$ cat config.mk
export PLATFORM = sky130hd
export DESIGN_NAME = term_loopback_matrix_cfg
export DESIGN_NICKNAME = d
export VERILOG_FILES = /design/src/rtl/term_loopback_matrix_cfg.sv
export SDC_FILE = /design/constraint.sdc
export NUM_CORES = 1
export LEC_CHECK = 0
export CAP_MARGIN = 25
export CORE_AREA = 2 2 141 143
export CTS_CLUSTER_DIAMETER = 120
export DETAILED_ROUTE_END_ITERATION = 10
export DIE_AREA = 0 0 143 145
export GPL_TIMING_DRIVEN = 1
export HOLD_SLACK_MARGIN = 0.05
export PLACE_DENSITY = 0.66
export SLEW_MARGIN = 10
export SYNTH_ARGS = -nofsm -noshare
export SYNTH_HDL_FRONTEND = slang
export SYNTH_SLANG_ARGS = --single-unit
$ cat constraint.sdc
create_clock -name UserCLK -period 2.75 [get_ports UserCLK]
set_input_delay 0.4125 -clock UserCLK [delete_from_list [all_inputs] [get_ports UserCLK]]
set_output_delay 0.4125 -clock UserCLK [all_outputs]
set_load 0.005 [all_outputs]
$ cat src/rtl/term_loopback_matrix_cfg.sv
// Edge-tile termination matrix. Each channel turns END wires back into BEG wires.
// Per-channel modes are loaded through a length-checked serial chain.
module term_loopback_matrix_cfg #(
    parameter int NUM_CH   = 5,
    parameter int CH_W     = 16,
    parameter int CFG_BITS = 3*NUM_CH+1,
    parameter int CNT_W    = 8
) (
    input  logic                     UserCLK,
    input  logic                     reset,
    input  logic [NUM_CH*CH_W-1:0]   END_I,
    output logic [NUM_CH*CH_W-1:0]   BEG_O,
    output logic                     Co0,
    input  logic                     cfg_shift_en,
    input  logic                     cfg_in,
    input  logic                     cfg_commit,
    output logic                     cfg_out,
    output logic                     cfg_err,
    output logic [CFG_BITS-1:0]      cfg_active
);

    localparam logic [CNT_W-1:0] CFG_LEN = CNT_W'(CFG_BITS);

    logic [CFG_BITS-1:0]    shreg;
    logic [CFG_BITS-1:0]    act;
    logic [CNT_W-1:0]       cnt;
    logic [NUM_CH*CH_W-1:0] pipe;
    logic [NUM_CH*CH_W-1:0] rev_all;
    logic                   err_q;

    // Bit-reverse each channel group independently.
    always_comb begin
        rev_all = '0;
        for (int c = 0; c < NUM_CH; c++) begin
            for (int i = 0; i < CH_W; i++) begin
                rev_all[c*CH_W + i] = END_I[c*CH_W + CH_W-1-i];
            end
        end
    end

    always_ff @(posedge UserCLK) begin
        if (reset) begin
            shreg <= '0;
            act   <= '0;
            cnt   <= '0;
            pipe  <= '0;
            err_q <= 1'b0;
        end else begin
            // Always loaded so a switch into registered mode sees current data.
            pipe <= rev_all;
            if (cfg_shift_en) begin
                shreg <= {shreg[CFG_BITS-2:0], cfg_in};
            end
            if (cfg_commit) begin
                if (cnt == CFG_LEN) begin
                    act   <= shreg;
                    err_q <= 1'b0;
                end else begin
                    err_q <= 1'b1;
                end
                // A shift coinciding with commit opens the next window.
                cnt <= cfg_shift_en ? CNT_W'(1) : '0;
            end else if (cfg_shift_en && (cnt != {CNT_W{1'b1}})) begin
                cnt <= cnt + CNT_W'(1);
            end
        end
    end

    genvar c;
    generate
        for (c = 0; c < NUM_CH; c++) begin : g_ch
            logic [1:0]      mode;
            logic            inv;
            logic [CH_W-1:0] beg_c;

            assign mode = act[3*c +: 2];
            assign inv  = act[3*c + 2];

            always_comb begin
                beg_c = rev_all[c*CH_W +: CH_W] ^ {CH_W{inv}};
                case (mode)
                    2'b00: beg_c = rev_all[c*CH_W +: CH_W] ^ {CH_W{inv}};
                    2'b01: beg_c = END_I[c*CH_W +: CH_W] ^ {CH_W{inv}};
                    2'b10: beg_c = {CH_W{inv}};
                    2'b11: beg_c = pipe[c*CH_W +: CH_W] ^ {CH_W{inv}};
                    default: beg_c = rev_all[c*CH_W +: CH_W] ^ {CH_W{inv}};
                endcase
            end

            assign BEG_O[c*CH_W +: CH_W] = beg_c;
        end
    endgenerate

    assign Co0        = act[CFG_BITS-1];
    assign cfg_out    = shreg[CFG_BITS-1];
    assign cfg_err    = err_q;
    assign cfg_active = act;

endmodule

# After elaboration in Yosys (flattened, before gate mapping)
# Cells that the tools add are included.
[classes] addsub=1 bitwise_logic=15 muxes=9 n_reduce_logical=8 n_eq_ne=17
[ops] operator="$pmux 16 s4" n=5
[ops] operator="$xor 16x16->16" n=15
[ops] operator="$eq 2x2->1 const B" n=10
[ops] operator="$mux 8" n=2
[ops] operator="$eq 2x1->1 const B" n=5
[ops] operator="$logic_not 2->1" n=5
[ops] operator="$add 8x1->8 const B" n=1
[ops] operator="$eq 8x5->1 const B" n=1
[ops] operator="$ne 8x8->1 const B" n=1
[ops] operator="$mux 1" n=2
[ops] operator="$reduce_and 2->1" n=1
[ops] operator="$reduce_bool 2->1" n=1
[ops] operator="$logic_and 1x1->1" n=1
[word_totals] register_bits=121 output_inout_bits=99 wordCells=55 in_bits=85

# Longest topological paths before layout
[logic_depth] depth_word=4 ltp_mapped=7 depth_no_buf=5

# Worst setup path after synthesis
# No wires, ideal clock.
[synth_path] kind="flip-flop to output port" from="register act[1], in the netlist cfg_active[1]" to="output BEG_O[10]" arrival_ps=1333 t_required_ps=2338 path_stages_with_launch=6 slack_ps=1004 n_path_buf=2 path_cell_list="dfxtp_1 -> buf_2 -> buf_2 -> mux2_2 -> a21oi_1 -> xnor2_1"
[synth_via] elab_chain_cells=2 word_cells_on_any_way=5 cone_classes="eq/ne (3); mux (1); reduce/logical (1)"
[synth_rtl] item="start: declaration" line="25" source="logic [CFG_BITS-1:0] act;"
[synth_rtl] item="start signal: assignment" line="56" source="act <= shreg;"
[synth_rtl] item="$eq 2x2->1 (tied with other cells)" line="81" source="case (mode)"
[synth_rtl] item="$pmux 16 s4 *" line="81"
[synth_rtl] item="end: declaration" line="12" source="output logic [NUM_CH*CH_W-1:0] BEG_O,"
# Every way passes the cells marked *; elsewhere a longest branch is shown, timed or not.

# Worst setup path after layout
[layout_path] from="register act[4], in the netlist cfg_active[4]" to="output BEG_O[19]"
# The elaborated chain is that of the path after synthesis.

==> flow_summary.json <==
{
  "crit_family": "buffers and inverters",
  "post_cts_buffers": 0,
  "synth_largest_area_cell": "dfxtp_1",
  "synth_area_mm2": 0.00664,
  "initial_core_util_pct": 34.6,
  "preCtsSetupSlack_ns": 0.296,
  "worstSetupStartpoint": "cfg_active[4]$_SDFFE_PP0P_",
  "wire_per_inst_um": 14.1,
  "worst_hold_slack_ns": 0.472,
  "boundaryPins": 184,
  "drc": 0,
  "power_density_mw_per_mm2": 503,
  "grt_pass1_vias": 5201,
  "die_width_um": 143,
  "root_buffer": "clkbuf_16",
  "drive_above_1_share_pct": 14.6,
  "h-tree-depth": 4,
  "reg2reg_from": "cnt[0]$_SDFFE_PP0P_",
  "grt_start_max_net_pins": 55,
  "path_class": "register to output port",
  "cts_inserted_buffers": 17,
  "fmax_mhz": 382,
  "rr_endpoint": "cfg_active[8]$_SDFFE_PP0P_",
  "fin_setup_tns_ns": 0,
  "hold_viol": 0,
  "synthArstFlopShare_pct": 0,
  "ys_seq_elements": 121,
  "yosysSeqAreaShare_pct": 36.5,
  "clkTransAtPathRegs_ns": 0.05,
  "antenna_found_initial": 0,
  "overflow": 0,
  "setup_ws_ns": 0.130,
  "placed_cell_area_mm2": 0.00869,
  "dp_cells": 1108,
  "slowest_delay_ns": 0.56,
  "avgSynthCellArea_um2": 9.33,
  "vias_per_cell": 4.76,
  "syn_to_final_growth_pct": 41.0,
  "reg2regPathDepth": 5,
  "synth_nets": 799,
  "synth_edf_count": 0,
  "worst_skew_pair.late_latency_ns": 0.41,
  "endpoint": "BEG_O[19]",
  "p_leak_nw": 3.34,
  "peakVddDrop_v": 0.000421,
  "clkSinkCount": 121,
  "core_mm2": 0.0192,
  "worstHoldPathType": "register to register",
  "path_depth": 5,
  "status": "finished clean",
  "synth_top_area_share_pct": 36.5,
  "row_count": 51,
  "syn_inst": 712,
  "port-buffer-count": 183,
  "crit_path_end_kind": "output port",
  "setup_violations": 0,
  "cts_tree": "done",
  "finalPower_mw": 4.71,
  "grt_util_all_layers_pct": 15.3,
  "dieArea_mm2": 0.0207,
  "rsz0062_at_grt": "no",
  "ys.warnings.count": 0,
  "synthFlopType": "dfxtp_1",
  "clock_skew_ns": 0.00846,
  "instances_no_fill": 1142,
  "grt_pass1_wl_um": 26100,
  "cp_data_required_time_ns": 2.34,
  "crit_chain": "buf_12, mux2_2, a21oi_1, xnor2_1, clkdlybuf4s50_1",
  "crit_buf_inv": 2,
  "drv_cap": 0,
  "nFillCells": 1819,
  "die_y_um": 145,
  "fin_util_pct": 48.7,
  "synth_area_leaders": "dfxtp_1 (36%), mux2_2 (11%), xnor2_1 (8.4%), nor2b_1 (7.5%), nor3b_1 (7.2%)",
  "cts_max_path_buffers": 2,
  "drtAntennaViolNets": 0,
  "cp_slowest_cell": "clkdlybuf4s50_1",
  "slew_headroom_pct": 61.5,
  "dp_hpwl_um": 10500,
  "drv_slew": 0,
  "n_antenna_cell": 0,
  "period_minus_slack_ns": 2.62,
  "first_iter_violations": 192,
  "yosysUniqueCellTypes": 42,
  "period_share_pct": 95.3,
  "worst_setup_path_start_kind": "register",
  "crit_arrival_ns": 2.21,
  "gp_congestion": 0.753,
  "num_vias": 5438,
  "cp_max_fo": 33,
  "stdcell_area_mm2": 0.00936,
  "worst_slew_pin_slew_ns": 0.577,
  "dr.pass1.iters": 4,
  "final_nets": 951,
  "r2r_slack_ns": 0.89,
  "totalWireLength_um": 16100
}
-- synth_stat cells (all sizes together), types with 2 or more instances --
| cell type | count |
|---|---|
| buf | 40 |
| or3 | 2 |
| dfxtp | 121 |
| mux2 | 64 |
| nor2 | 19 |
| and2 | 2 |
| ha | 2 |
| inv | 5 |
| xor2 | 16 |
| xnor2 | 64 |
| o2bb2ai | 16 |
| nor4 | 2 |
| nor3b | 64 |
| a2111oi | 2 |
| and3 | 2 |
| and4 | 2 |
| nor2b | 80 |
| o21ai | 16 |
| a211oi | 3 |
| nand3 | 18 |
| mux2i | 35 |
| a21oi | 85 |
| nand2 | 5 |
| clkbuf | 35 |
-- flip-flops by register name (all words and copies together) (netlist names) --
| signal | flops |
|---|---|
| cnt | 8 |
| shreg | 16 |
| cfg_err | 1 |
| cfg_active | 16 |
| pipe | 80 |
-- worst min path at each step --
stage,from,end,depth (start not counted)
floorplan,shreg[0]$_SDFFE_PP0P_,cfg_active[0]$_SDFFE_PP0P_,2
global placement,cfg_active[11]$_SDFFE_PP0P_,cfg_active[11]$_SDFFE_PP0P_,2
detailed placement,cfg_active[11]$_SDFFE_PP0P_,cfg_active[11]$_SDFFE_PP0P_,2
CTS,cfg_active[11]$_SDFFE_PP0P_,cfg_active[11]$_SDFFE_PP0P_,2
global route,shreg[8]$_SDFFE_PP0P_,cfg_active[8]$_SDFFE_PP0P_,2
finish,cfg_active[11]$_SDFFE_PP0P_,cfg_active[11]$_SDFFE_PP0P_,2
-- cells in the final DEF, fill, tap and decap left out, types with 4 or more instances in the layout --
cell type	n
o2bb2ai_1	16
nor2_1	19
mux2i_1	35
nor3b_1	64
nand3_1	18
xor2_1	16
clkdlybuf4s50_1	182
o21ai_0	6
clkinvlp_4	4
a21oi_1	85
xnor2_1	64
inv_1	5
mux2_2	64
o21ai_1	9
nor2b_1	80
clkbuf_16	19
dfxtp_1	118
buf_12	5
nand2_1	5
buf_4	19
-- metal layers --
metal / vias up / share of wire (%) / track usage [%]
met4: 0 / 1.5 / 4.85
met3: 18 / 5.3 / 4.49
met2: 128 / 45 / 23.9
met1: 2524 / 48 / 20.2
li1: 2768 / - / -
met5: - / 0 / 0
-- report_power, final --
group	leakage (nW)	internal (mW)	switching [mW]	total (mW)
Combinational	2.05	0.368	0.212	0.580
Clock	0.291	1.49	0.790	2.29
Sequential	0.999	1.82	0.0188	1.84
Total	3.34	3.68	1.02	4.71
-- cells by family after synthesis --
logic type      share of synthesized area (%)
flops                                    36.5
fa+ha+maj                               0.377
mux                                      16.1
compound gates                           10.9
simple gates                             19.8
xor+xnor                                 10.6
buf+inv                                  5.67
-- what timing repair did --
item,in CTS,in global routing
resized for setup,0,3
setup endpoints to repair,0,11
hold buffers,0,0
-- worst register-to-register path, stage by stage (launching register included) --
cell and delay, ns:
dfxtp_1 0.35, inv_1 0.07, ha_1 0.16, or4bb_1 0.79, o21ai_0 0.27, a21oi_1 0.08
-- cell type report --
| cell class | instances | area (um^2) | share of cell area [%] |
|---|---|---|---|
| Sequential cell | 121 | 2430 | 25.9 |
| Inverter | 5 | 18.8 | 0.200 |
| Tap cell | 265 | 332 | 3.54 |
| Clock inverter | 11 | 144 | 1.54 |
| Clock buffer | 21 | 470 | 5.03 |
| Timing Repair Buffer | 208 | 2110 | 22.6 |
| Multi-Input combinational cell | 511 | 3860 | 41.2 |
Power figures use the tool's default switching activity.
